--- src/rtl/word_sequencer.sv ---
// rtl/word_sequencer.sv - word-index sequencer stepping an index over DEPTH words for PASSES passes
//
// Purpose:
//   A start pulse launches a sequence that steps index_o through 0..DEPTH-1
//   once per pass, for PASSES passes.
//   The sequencer supports stall (hold) and abort.
//   valid_o, busy_o and done_o are decoded from the state register.
//   last_o is decoded from the registered state and counters.
//   No input reaches any output combinationally.
//
// Optional feature macro: SEQ_RESTART_EN
//   When defined, start while running restarts the sequence at index 0 and pass 0.
//   When undefined, start is ignored while the sequencer is running.
//
// Ports:
//   clk      in   clock, all state on rising edge
//   reset    in   synchronous, active-high reset
//   start    in   begin a sequence (level sampled each cycle)
//   hold     in   freeze index/pass this cycle
//   abort    in   return to IDLE without done
//   index_o  out  current word index (IDX_W)
//   pass_o   out  current pass number (PASS_W)
//   valid_o  out  index_o/pass_o address a live word
//   last_o   out  final word of final pass
//   busy_o   out  sequencer is running
//   done_o   out  one-cycle pulse after the final word

module word_sequencer #(
    parameter int DEPTH  = 32,
    parameter int IDX_W  = 5,
    parameter int PASSES = 1,
    parameter int PASS_W = 3
) (
    input  logic              clk,
    input  logic              reset,
    input  logic              start,
    input  logic              hold,
    input  logic              abort,
    output logic [IDX_W-1:0]  index_o,
    output logic [PASS_W-1:0] pass_o,
    output logic              valid_o,
    output logic              last_o,
    output logic              busy_o,
    output logic              done_o
);

    typedef enum logic [1:0] {
        S_IDLE = 2'd0,
        S_RUN  = 2'd1,
        S_DONE = 2'd2
    } state_t;

    localparam logic [IDX_W-1:0]  LAST_IDX  = IDX_W'(DEPTH - 1);
    localparam logic [PASS_W-1:0] LAST_PASS = PASS_W'(PASSES - 1);

    state_t              r_state;
    state_t              w_state_nxt;
    logic [IDX_W-1:0]    r_index;
    logic [IDX_W-1:0]    w_index_nxt;
    logic [PASS_W-1:0]   r_pass;
    logic [PASS_W-1:0]   w_pass_nxt;
    logic                w_restart;

`ifdef SEQ_RESTART_EN
    assign w_restart = start;
`else
    assign w_restart = 1'b0;
`endif

    // State register
    always_ff @(posedge clk) begin
        if (reset) begin
            r_state <= S_IDLE;
            r_index <= '0;
            r_pass  <= '0;
        end else begin
            r_state <= w_state_nxt;
            r_index <= w_index_nxt;
            r_pass  <= w_pass_nxt;
        end
    end

    // Next-state logic.
    // Counters are cleared on every exit from RUN.
    // As a result, IDLE and DONE always present index 0 and pass 0.
    always_comb begin
        w_state_nxt = r_state;
        w_index_nxt = r_index;
        w_pass_nxt  = r_pass;
        if (abort) begin
            w_state_nxt = S_IDLE;
            w_index_nxt = '0;
            w_pass_nxt  = '0;
        end else begin
            case (r_state)
                S_IDLE, S_DONE: begin
                    w_state_nxt = start ? S_RUN : S_IDLE;
                    w_index_nxt = '0;
                    w_pass_nxt  = '0;
                end
                S_RUN: begin
                    if (w_restart) begin
                        // A restart takes priority over hold.
                        w_index_nxt = '0;
                        w_pass_nxt  = '0;
                    end else if (!hold) begin
                        // Wrap uses an explicit compare, so a DEPTH that is not a power of two works.
                        if (r_index != LAST_IDX) begin
                            w_index_nxt = r_index + IDX_W'(1);
                        end else if (r_pass != LAST_PASS) begin
                            w_index_nxt = '0;
                            w_pass_nxt  = r_pass + PASS_W'(1);
                        end else begin
                            w_index_nxt = '0;
                            w_pass_nxt  = '0;
                            w_state_nxt = S_DONE;
                        end
                    end
                end
                default: begin
                    w_state_nxt = S_IDLE;
                    w_index_nxt = '0;
                    w_pass_nxt  = '0;
                end
            endcase
        end
    end

    // Output decode from registered state only.
    always_comb begin
        valid_o = (r_state == S_RUN);
        busy_o  = (r_state == S_RUN);
        done_o  = (r_state == S_DONE);
        last_o  = (r_state == S_RUN) && (r_index == LAST_IDX) && (r_pass == LAST_PASS);
        index_o = r_index;
        pass_o  = r_pass;
    end

endmodule

--- config.mk ---
export PLATFORM = sky130hd
export DESIGN_NAME = word_sequencer
export DESIGN_NICKNAME = d
export VERILOG_FILES = /design/src/rtl/word_sequencer.sv
export SDC_FILE = /design/constraint.sdc
export NUM_CORES = 1
export LEC_CHECK = 0
export ABC_AREA = 1
export BUFFER_PORTS_ARGS = -buffer_cell sky130_fd_sc_hd__buf_4
export CORE_AREA = 2 2 39 41
export CTS_BUF_LIST = sky130_fd_sc_hd__clkbuf_16
export CTS_CLUSTER_DIAMETER = 60
export DETAILED_ROUTE_END_ITERATION = 16
export DIE_AREA = 0 0 41 43
export PLACE_DENSITY = 0.66
export SYNTH_ARGS = -nofsm -noshare
export SYNTH_HDL_FRONTEND = slang
export SYNTH_SLANG_ARGS = --single-unit
export TNS_END_PERCENT = 5
--- constraint.sdc ---
create_clock -name clk -period 1.5 [get_ports clk]
set_input_delay 0.15 -clock clk [delete_from_list [all_inputs] [get_ports clk]]
set_output_delay 0.15 -clock clk [all_outputs]
set_load 0.02 [all_outputs]
==> Yosys cells after proc, flatten, opt, wreduce, memory -nomap -nowiden <==
Cells that the tools add are included.
{ "classes": {"n_addsub": 2, "eq_ne": 7, "muxes": 7, "bitwise": 3, "reduce_logical": 10} }
{ "op_table": {"columns": ["op", "n"], "rows": [
  ["2-to-1 mux 2 bit", 3],
  ["!= test 2 bit, second input constant", 3],
  ["adder 5 x 1 -> 5 bit, second input constant", 1],
  ["== test 5 bit, second input constant", 1],
  ["2-to-1 mux 5 bit", 1],
  ["!= test 5 bit, second input constant", 1],
  ["case mux 2 bit (2 select lines)", 1],
  ["OR reduction 2 bit", 2],
  ["adder 3 x 1 -> 3 bit, second input constant", 1],
  ["logical NOT 3 bit", 1],
  ["2-to-1 mux 3 bit", 1],
  ["inverter 1 bit", 3],
  ["AND reduction 3 bit", 1],
  ["nonzero test 3 bit", 1],
  ["OR reduction 3 bit", 1],
  ["== test 2 x 1 -> 1 bit, second input constant", 1],
  ["== test 2 bit, second input constant", 1],
  ["logical AND 1 bit", 2],
  ["logical NOT 2 bit", 1],
  ["AND reduction 2 bit", 1],
  ["2-to-1 mux 1 bit", 1]
]} }
{ "word_totals": {"reg_bits": 10, "in_bits": 5, "out_inout_bits": 12, "wordCells": 32} }

==> Depth between registers and ports, before layout <==
{ "depth": {"depth_word": 5, "mapped_depth": 9, "depth_no_buf": 9} }

==> Least setup slack after synthesis <==
Ideal clock, no wire load.
{ "synth_timing": {"path_type": "register to output", "startpoint": "reg r_index[0] (netlist: index_o[0])", "endpoint": "out last_o", "arrival_ns": 1.763, "required_ns": 1.350, "slack_ns": -0.413, "stages_incl_launch_ff": 6, "n_path_buf": 0, "path_cell_list": "dfxtp_1 > ha_1 > and3_1 > ha_1 > inv_1 > nor4_1"} }
{ "synth_between": {"elab_chain_cells": 3} }
{ "synth_lines": {"columns": ["item", "line", "text"], "rows": [
  ["start, declared", "58", "logic [IDX_W-1:0] r_index;"],
  ["start signal, assigned", "78", "r_index <= w_index_nxt;"],
  ["== test 5 bit", "134", "last_o = (r_state == S_RUN) && (r_index == LAST_IDX) && (r_pass == LAST_PASS);"],
  ["logical AND 1 bit (2 in a row)", "134", null],
  ["end, declared", "42", "output logic last_o,"]
]} }
Every way passes these cells.

==> Final worst setup path <==
{ "layout_timing": {"startpoint": "reg r_index[1] (netlist: index_o[1])", "endpoint": "out last_o"} }
Same word-level chain as after synthesis.

==> reports/results.tsv <==
stage	metric	value	unit
pwr	power share of the combinational group	5.4	%
setup_path	CP Class	reg -> out	
synth	Syn Area/Cell	7.32	um2
finish	commonest cells after routing, fill and taps aside	20 x buf_4, 15 x nand2_1, 11 x nor2_1	
sta	final hold slack	0.141	ns
clock_network	TritonCTS Buffers	3	
clock_network	TritonCTS clock tree	yes	
placement	GP Congestion	0.783	
run_status	status	finished, violations left	
pwr	Sequential Power Share	34.5	%
finish	ant diodes	0	
clock_network	clk buf depth	2	
global_routing	initial antenna violation count	0	
floorplan	Starting Density	38.6	%
global_routing	gr ovfl total	0	
placement	port buffer count	16	
placement	post-detail-place hpwl	819	um
global_routing	first-pass GRT wire length	1840	um
floorplan	row count	14	
sta	min cycle time layout	1.55	ns
detailed_routing	Initial DRC Count	6	
clock_network	hold buffer count at CTS	0	
finish	share of cells above drive strength 1	45.3	%
global_routing	vias in the first global route	466	
floorplan	die width	41	um
synth	Post-Syn Nets	82	
sta	post-route clock skew	0.000443	ns
synth	post-synth top area share	37.5	%
synth	area leader, netlist	dfxtp_1	
setup_path	startpoint type of the worst setup path	flop	
finish	most common cell after layout, fill and taps aside	buf_4	
floorplan	Die Area	1760	um2
detailed_routing	vias	511	
synth	synth warn	0	
placement	placed cell area	692	um2
sta	final worst slack	-0.0493	ns
pwr	Clk pwr share	60.0	%
finish	post-route core utilization	59.2	%
synth	largest cells by area after synthesis	dfxtp_1 37%, nand2_1 11%, ha_1 9.4%, nor2_1 7.7%, inv_1 5.6%	
sta	Slew headroom	84.2	%
finish	Final Cell Area	820	um2
global_routing	Total Routing Usage GR	16.8	%
setup_path	critical path capture point type	primary output	
pwr	Peak supply drop	0.596	mV
synth	register area share after synthesis	37.5	%
floorplan	die height	43	um
run_status	failing checks	negative setup slack	
synth	Synth Area in Adders	9.37	%
detailed_routing	wire length per cell	10.7	um
sta	Setup TNS	-0.0493	ns
detailed_routing	post-route ant nets	0	
worst_hold_path	worst min path class	in -> reg	
synth	post-synthesis simple-gate area fraction	36.3	%
pwr	Net Sw Frac	19.3	%
sta	Tightest Pin Transition	0.236	ns
pwr	leak pwr	0.362	nW
finish	Area growth, synth to finish	53.4	%
setup_path	Max FO, Critical Path	2	
clock_network	H-tree Lvls	1	
clock_network	worst skew pair latency	0.24	ns
sta	achievable frequency	645	MHz
detailed_routing	drt drc	0	
sta	Final Slew Violations	0	
synth	mux contribution to synthesized area	0	%
detailed_routing	detailed-route wire length	1190	um
setup_path	WP data arrival	1.40	ns
pwr	total chip power	0.784	mW
global_routing	largest net degree at the start of global routing	7	
sta	RSZ-0062 raised after global routing	true	
sta	Final period util	103	%
sta	Final setup viols	1	
pwr	Int Power	0.632	mW
synth	Synth Area in Compound Gates	4.45	%
detailed_routing	detail-routed via count per cell	4.60	
sta	Hold Fails Final Rpt	0	
synth	Syn Inst Count	73	
floorplan	I/O pin cnt	17	
flow_run	max-cap violation count	0	
finish	final-stage net count	106	
clock_network	clk slew on worst S/H paths	0.04	ns
synth	count of different cell masters after synthesis	17	
floorplan	Core Region	1380	um2
synth	xor and xnor fraction of the mapped netlist area	3.28	%
setup_path	required time of the critical path	1.35	ns
detailed_routing	first-pass iteration count of the detailed router	4	
pwr	cell area power density	957	nW/um2
synth	synthesized area	534	um2
clock_network	Sink Count	10	
clock_network	CTS Root Cell	clkbuf_16	
pwr	reported net switching power	0.152	mW
synth	#FFs+latches synth	10	
synth	largest family of logic cells by synthesized area	simple AND/OR/NAND/NOR gates	
[flip-flops by register name, summed over array words and instances, names as in the netlist]
signal   count
pass_o       3
r_state      2
index_o      5
[final timing paths]
path                    from         end  slack (ns)  cells past startpoint
hold / removal         start  r_state[0]        0.14                      3
setup reg to reg  index_o[1]   pass_o[2]        0.07                      9
hold reg to reg    pass_o[1]   pass_o[1]        0.48                      2
setup / recovery  index_o[1]      last_o       -0.05                      6
[power by group through the flow]
stage	combinational, mW	clock, mW	sequential (mW)
after floorplan	0.0240	0	0.276
after global placement	0.0412	0	0.275
after detailed placement	0.0417	0	0.275
after CTS	0.0421	0.478	0.271
after global routing	0.0466	0.482	0.271
final	0.0424	0.471	0.271
[cells in the mapped netlist]
cell type and number:
buf_4 1, nor2_1 11, dfxtp_1 10, inv_1 8, nand2_1 16, inv_2 3, nor4_1 1, a21oi_1 2
a21oi_2 1, nand3_1 4, and3_1 1, ha_1 4, xor2_1 2, nor2_2 3, o21ai_0 1, nand2_2 3
nor2_4 2
[cells by family after synthesis]
group           after synthesis
simple gates                 41
flops                        10
buf+inv                      12
fa+ha+maj                     4
compound gates                4
xor+xnor                      2
[final cells by class]
cell class,instances,area (um2)
inverter,11,43.8
multi-input combinational,51,328
timing repair buffer,20,150
clock buffer,3,75.1
fill,136,564
sequential,10,203
tap,16,20.0
[stage by stage]
step	instances	setup slack (ns)
after floorplan	73	0.0440
after global placement	105	0.0784
after detailed placement	105	0.0655
after CTS	111	-0.0353
after global routing	111	-0.112
final	111	-0.0493
[layer usage]
metal	routed length, um	part of all wire (%)	up-vias	GRT usage, %
li1	-	-	269	-
met1	497	42	217	19.2
met2	554	47	20	22.5
met3	84	7.1	5	6.28
met4	51	4.3	0	16.0
met5	0	0	-	0
[worst max-delay path, cell delays in order, from the launching register on]
cell and delay [ns]:
dfxtp_2 0.32, ha_2 0.17, and3_4 0.19, ha_4 0.14, inv_4 0.04, nor4_4 0.11
buf_4 0.17
[repair_timing]
item / CTS / global route
gates resized for setup: 6 / 2
endpoints found under the setup margin: 1 / 5
setup buffers: 3 / 0
pin swaps: 2 / 2
(Power assumes the default switching activity.)
